[src/rtl/mem_port_arbiter_pkg.sv]
// Shared definitions for the memory port arbiter: access size codes,
// FSM state encoding, grant identifiers and the alignment rule used when
// the MEM_ALIGN_CHECK_EN build option is enabled.
package mem_port_arbiter_pkg;

    localparam logic [1:0] SIZE_BYTE = 2'b00;
    localparam logic [1:0] SIZE_HALF = 2'b01;
    localparam logic [1:0] SIZE_WORD = 2'b10;
    localparam logic [1:0] SIZE_INV  = 2'b11;

    typedef enum logic [1:0] {
        ST_IDLE   = 2'b00,
        ST_ACCESS = 2'b01,
        ST_RESP   = 2'b10
    } state_t;

    // Requester identifiers; also the bit positions in the req/gnt vectors.
    localparam logic GNT_IF = 1'b0;
    localparam logic GNT_LS = 1'b1;

    // An access is misaligned when its size is invalid or its address is not
    // a multiple of its width.
    function automatic logic is_misaligned(input logic [1:0] size,
                                           input logic [1:0] addr_lo);
        logic bad;
        case (size)
            SIZE_HALF: bad = addr_lo[0];
            SIZE_WORD: bad = (addr_lo != 2'b00);
            SIZE_INV:  bad = 1'b1;
            default:   bad = 1'b0;
        endcase
        return bad;
    endfunction

endpackage

[src/rtl/mem_rr_pick.sv]
// Two-way round-robin picker. A lone request is granted directly; when both
// requesters ask, the one that was not granted last wins.
module mem_rr_pick
    import mem_port_arbiter_pkg::*;
(
    input  logic [1:0] req,
    input  logic       last,
    output logic [1:0] gnt
);

    // Pick one requester, favouring the one not served last on a tie.
    always_comb begin
        gnt = 2'b00;
        if (req == 2'b11) begin
            if (last == GNT_LS) begin
                gnt[GNT_IF] = 1'b1;
            end else begin
                gnt[GNT_LS] = 1'b1;
            end
        end else begin
            gnt = req;
        end
    end

endmodule

[src/rtl/mem_port_arbiter.sv]
// Shares one single-port byte-addressed memory between instruction fetch
// (IF) and load/store (LS). One access is in flight at a time; the FSM walks
// IDLE -> ACCESS -> RESP -> IDLE, so one access completes every three cycles.
// Optional build macro: MEM_ALIGN_CHECK_EN rejects invalid-size and
// misaligned LS accesses with LS_ERR instead of issuing them to memory.
//
// Handshake: a requester raises *_REQ with its address/controls and holds
// them stable until its *_ACK. Requests are sampled only in IDLE. *_ACK is a
// one-cycle pulse, with *_RDATA (and LS_ERR) valid in that same cycle. The
// requester drops or replaces its request in the cycle *_ACK is high; the
// following edge ignores requests, so a held request is served once per ACK.
module mem_port_arbiter
    import mem_port_arbiter_pkg::*;
#(
    parameter int ADDR_W   = 16,
    parameter int DATA_W   = 32,
    parameter int IF_FIRST = 1
) (
    input  logic              CLK,
    input  logic              RST,
    input  logic              IF_REQ,
    input  logic [ADDR_W-1:0] IF_ADDR,
    output logic              IF_ACK,
    output logic [DATA_W-1:0] IF_RDATA,
    input  logic              LS_REQ,
    input  logic              LS_WE,
    input  logic [ADDR_W-1:0] LS_ADDR,
    input  logic [DATA_W-1:0] LS_WDATA,
    input  logic [1:0]        LS_SIZE,
    input  logic              LS_SIGNED,
    output logic              LS_ACK,
    output logic [DATA_W-1:0] LS_RDATA,
    output logic              LS_ERR,
    output logic              MEM_WE,
    output logic [ADDR_W-1:0] MEM_ADDR,
    output logic [DATA_W-1:0] MEM_DATA_IN,
    output logic [1:0]        MEM_SIZE,
    output logic              MEM_SIGNED,
    input  logic [DATA_W-1:0] MEM_DATA_OUT,
    output logic [1:0]        DBG_STATE
);

    state_t     state;
    logic       last_gnt;   // requester granted most recently
    logic       owner_ls;   // current access belongs to LS
    logic       ls_load;    // current LS access is a load
    logic       err_pend;   // current LS access was rejected, not issued
    logic       ls_bad;
    logic [1:0] req;
    logic [1:0] gnt;

    assign req       = {LS_REQ, IF_REQ};
    assign DBG_STATE = state;

`ifdef MEM_ALIGN_CHECK_EN
    assign ls_bad = is_misaligned(LS_SIZE, LS_ADDR[1:0]);
`else
    assign ls_bad = 1'b0;
`endif

    mem_rr_pick u_pick (
        .req  (req),
        .last (last_gnt),
        .gnt  (gnt)
    );

    // Arbitration FSM with registered memory bus and response outputs.
    always_ff @(posedge CLK or posedge RST) begin
        if (RST) begin
            state       <= ST_IDLE;
            last_gnt    <= (IF_FIRST != 0) ? GNT_LS : GNT_IF;
            owner_ls    <= 1'b0;
            ls_load     <= 1'b0;
            err_pend    <= 1'b0;
            IF_ACK      <= 1'b0;
            IF_RDATA    <= '0;
            LS_ACK      <= 1'b0;
            LS_RDATA    <= '0;
            LS_ERR      <= 1'b0;
            MEM_WE      <= 1'b0;
            MEM_ADDR    <= '0;
            MEM_DATA_IN <= '0;
            MEM_SIZE    <= SIZE_BYTE;
            MEM_SIGNED  <= 1'b0;
        end else begin
            case (state)
                ST_IDLE: begin
                    if (gnt[GNT_LS]) begin
                        MEM_ADDR    <= LS_ADDR;
                        MEM_SIZE    <= LS_SIZE;
                        MEM_SIGNED  <= LS_SIGNED;
                        MEM_DATA_IN <= LS_WDATA;
                        MEM_WE      <= LS_WE & ~ls_bad;
                        ls_load     <= ~LS_WE;
                        err_pend    <= ls_bad;
                        owner_ls    <= 1'b1;
                        last_gnt    <= GNT_LS;
                        state       <= ST_ACCESS;
                    end else if (gnt[GNT_IF]) begin
                        MEM_ADDR    <= IF_ADDR;
                        MEM_SIZE    <= SIZE_WORD;
                        MEM_SIGNED  <= 1'b0;
                        MEM_DATA_IN <= '0;
                        MEM_WE      <= 1'b0;
                        ls_load     <= 1'b0;
                        err_pend    <= 1'b0;
                        owner_ls    <= 1'b0;
                        last_gnt    <= GNT_IF;
                        state       <= ST_ACCESS;
                    end
                end
                ST_ACCESS: begin
                    // Memory acted on the negedge; its read data is stable now.
                    MEM_WE <= 1'b0;
                    if (owner_ls) begin
                        LS_ACK <= 1'b1;
                        LS_ERR <= err_pend;
                        if (ls_load && !err_pend) begin
                            LS_RDATA <= MEM_DATA_OUT;
                        end
                    end else begin
                        IF_ACK   <= 1'b1;
                        IF_RDATA <= MEM_DATA_OUT;
                    end
                    state <= ST_RESP;
                end
                ST_RESP: begin
                    IF_ACK <= 1'b0;
                    LS_ACK <= 1'b0;
                    LS_ERR <= 1'b0;
                    state  <= ST_IDLE;
                end
                default: begin
                    state <= ST_IDLE;
                end
            endcase
        end
    end

endmodule

[config.mk]
export PLATFORM = sky130hd
export DESIGN_NAME = mem_port_arbiter
export DESIGN_NICKNAME = d
export VERILOG_FILES = /design/src/rtl/mem_port_arbiter_pkg.sv /design/src/rtl/mem_rr_pick.sv /design/src/rtl/mem_port_arbiter.sv
export SDC_FILE = /design/constraint.sdc
export NUM_CORES = 1
export LEC_CHECK = 0
export CAP_MARGIN = 0
export CORE_MARGIN = 2
export CORE_UTILIZATION = 41
export CTS_CLUSTER_SIZE = 40
export DETAILED_ROUTE_END_ITERATION = 10
export GPL_TIMING_DRIVEN = 1
export HOLD_SLACK_MARGIN = 0.12
export PLACE_DENSITY = 0.8
export SKIP_CTS_REPAIR_TIMING = 1
export SYNTH_ARGS = -nofsm -noshare
export SYNTH_HDL_FRONTEND = slang
export SYNTH_SLANG_ARGS = --single-unit
[constraint.sdc]
create_clock -name CLK -period 4.6 [get_ports CLK]
set_clock_uncertainty 0.1 [all_clocks]
set_input_delay 0.46 -clock CLK [delete_from_list [all_inputs] [get_ports CLK]]
set_output_delay 0.46 -clock CLK [all_outputs]
set_load 0.01 [all_outputs]
==> reports/summary.txt <==
TritonCTS clock tree -> built
Worst IR Drop VDD -> 492 uV
# placed instances -> 647
Cell Chain, Critical Path -> clkdlybuf4s50_1 > a21bo_1 > nor3_4 > a22o_1
most common cell after layout, fill and taps aside -> clkdlybuf4s50_1
Max-slew headroom -> 12.1%
vias in the first global route -> 3746
CP max stage cell -> nor3_4
DRC violations left -> 0
# fillers -> 829
reg2reg end -> MEM_DATA_IN[18]
Worst path top cell family by delay -> simple AND/OR/NAND/NOR gates
Register Area -> 3080 um2
worst hold start -> LS_RDATA[24]
H-tree depth -> 4
setup TNS -> 0 ns
fin crit share -> 58.3%
status -> finished clean
# IOs -> 225
final HPWL from detailed placement -> 8530 um
# setup viols final -> 0
Max Transition Viols Final -> 0
Syn. warnings -> 0
Buffers on Ports -> 223
CTS Buf Count -> 17
total wire length -> 12300 um
reg2reg setup slack -> 2.13 ns
Mapped Area -> 4770 um2
GPL Wtd Cong -> 0.804
Overall Power -> 0.00562 W
Die Y -> 112 um
Initial DRC Count -> 222
Multi-input gate area -> 1560 um2
first drt pass iteration count -> 5
core area -> 11400 um2
cell chosen for the clock root -> clkbuf_16
power density cells -> 734 nW/um2
Initial Util -> 42.0%
RSZ-0062 raised after global routing -> false
Antenna Nets Post-Route -> 0
layout cell share with drive strength beyond 1 -> 25.4%
reg2reg start -> last_gnt
worst hold path class -> reg -> reg
Vias -> 3422
Hold Crit Depth -> 1
Area Overhead vs Synth -> 60.3%
final hold viol count -> 0
synth unique cells -> 27
final instance area -> 7650 um2
Cell Rows -> 39
Least-Margin Pin Slew -> 1.31 ns
Clk pin slew, worst setup/hold paths -> 0.05 ns
worst path bufs/invs -> 1
Worst Setup Slack, final -> 1.92 ns
maximum fanout along the worst path -> 37
Startpoint Class -> primary input
critical path required time -> 4.84 ns
maximum number of pins on one net before global-route repair -> 92
Leak -> 3.26 nW
Crit Path Category -> in -> reg
initial antenna violation count -> 0
Levels on crit path -> 4
Place WS -> 1.51 ns
Hold Path Sink -> LS_RDATA[24]
CP endpoint kind -> register
FMAX -> 373 MHz
GRT Resource Usage Total -> 20.2%
syn avg cell area -> 16.2 um2
crit path time final -> 2.68 ns
fin nets -> 627
flop and latch count out of synthesis -> 123
Overflow after GRT -> 0
antenna cells -> 0
Die W -> 112 um
die footprint -> 12500 um2
final cell count without fillers -> 679
placed cell areas -> 7100 um2
most frequent cells in the layout -> 223 x clkdlybuf4s50_1, 122 x dfrtp_1, 86 x mux2_2, 34 x a22o_1, 17 x clkbuf_16
critical path's largest stage delay -> 1.14 ns
sequential fraction of the synthesis area -> 64.5%
syn_nets -> 399
Mapped Cells -> 295
vias per inst -> 5.04
WL/cell -> 18.1 um
crit path DAT -> 2.92 ns
total clock sinks -> 123
Clock Latency Late Sink -> 0.41 ns
global-route wire length before repair -> 19600 um
CTS max path bufs -> 2
Max Cap Viol -> 0
FF-to-FF path depth -> 3
## where the power goes
group          leakage (nW)  total [W]  internal, W  switching [W]
Clock                 0.267    0.00123     0.000764       0.000470
Combinational          1.51    0.00243      0.00150       0.000921
Sequential             1.48    0.00196      0.00163       0.000324
Total                  3.26    0.00562      0.00390        0.00172
## worst max path at each step
stage | start | to | slack, ns
floorplan | RST | DBG_STATE[0] | 0.77
global placement | LS_REQ | MEM_DATA_IN[26] | 1.61
detailed placement | LS_REQ | MEM_DATA_IN[30] | 1.51
CTS | LS_REQ | MEM_DATA_IN[30] | 1.94
global route | LS_REQ | MEM_DATA_IN[30] | 1.76
finish | LS_REQ | MEM_DATA_IN[18] | 1.92
## kinds of logic after synthesis
| group | after synthesis | share of synthesized area, % |
|---|---|---|
| buffers and inverters | 22 | 3.01 |
| AO/OA/AOI/OAI | 45 | 7.86 |
| flip-flops | 123 | 64.5 |
| multiplexers | 96 | 23.4 |
| other | 1 | 0.0786 |
| AND/OR/NAND/NOR | 8 | 1.18 |
## flip-flops by register name, summed over array words and instances (netlist names)
signal	count
LS_RDATA	32
IF_RDATA	32
IF_ACK	1
DBG_STATE	2
last_gnt	1
MEM_DATA_IN	32
owner_ls	1
MEM_ADDR	16
MEM_SIZE	2
LS_ACK	1
MEM_WE	1
MEM_SIGNED	1
ls_load	1
## synth_stat cells
cell type | count | area [um2]
inv_2 | 1 | 3.75
o22a_1 | 1 | 8.76
buf_6 | 1 | 11.3
dfrtp_1 | 122 | 3050
nor2b_1 | 1 | 6.26
a22o_1 | 34 | 298
clkbuf_1 | 1 | 3.75
nor2_1 | 3 | 11.3
a21o_1 | 2 | 15.0
buf_2 | 4 | 20.0
a32o_1 | 1 | 10.0
buf_4 | 10 | 75.1
inv_1 | 4 | 15.0
o2bb2ai_1 | 1 | 8.76
mux2_1 | 1 | 11.3
nand2b_1 | 1 | 6.26
a21bo_1 | 1 | 10.0
o21ai_0 | 4 | 20.0
nor3_4 | 1 | 16.3
buf_8 | 1 | 15.0
dfstp_2 | 1 | 26.3
mux2_2 | 86 | 968
or3_1 | 1 | 6.26
o21ai_1 | 1 | 5.00
nand3_2 | 1 | 10.0
conb_1 | 1 | 3.75
mux2_4 | 9 | 135
## per-layer routing
| layer | track usage [%] | share of wire, % |
|---|---|---|
| met1 | 23.0 | 39 |
| met2 | 34.1 | 51 |
| met3 | 8.44 | 8.1 |
| met4 | 7.33 | 1.9 |
| met5 | 0 | 0 |
## area by class of cell
class,count,share of cell area [%]
sequential,123,40.2
timing repair buffer,226,29.5
multi-input combinational,150,20.4
clock buffer,20,5.97
tap,143,2.34
clock inverter,12,1.29
inverter,5,0.278
## stage by stage
step	hold slack, ns	util (%)
2_1_floorplan	0.376	-
3_3_place_gp	0.375	62.4
3_5_place_dp	0.387	62.4
4_1_cts	0.394	67.3
5_1_grt	0.399	67.3
6_report	0.389	67.3
Power figures use the tool's default switching activity.
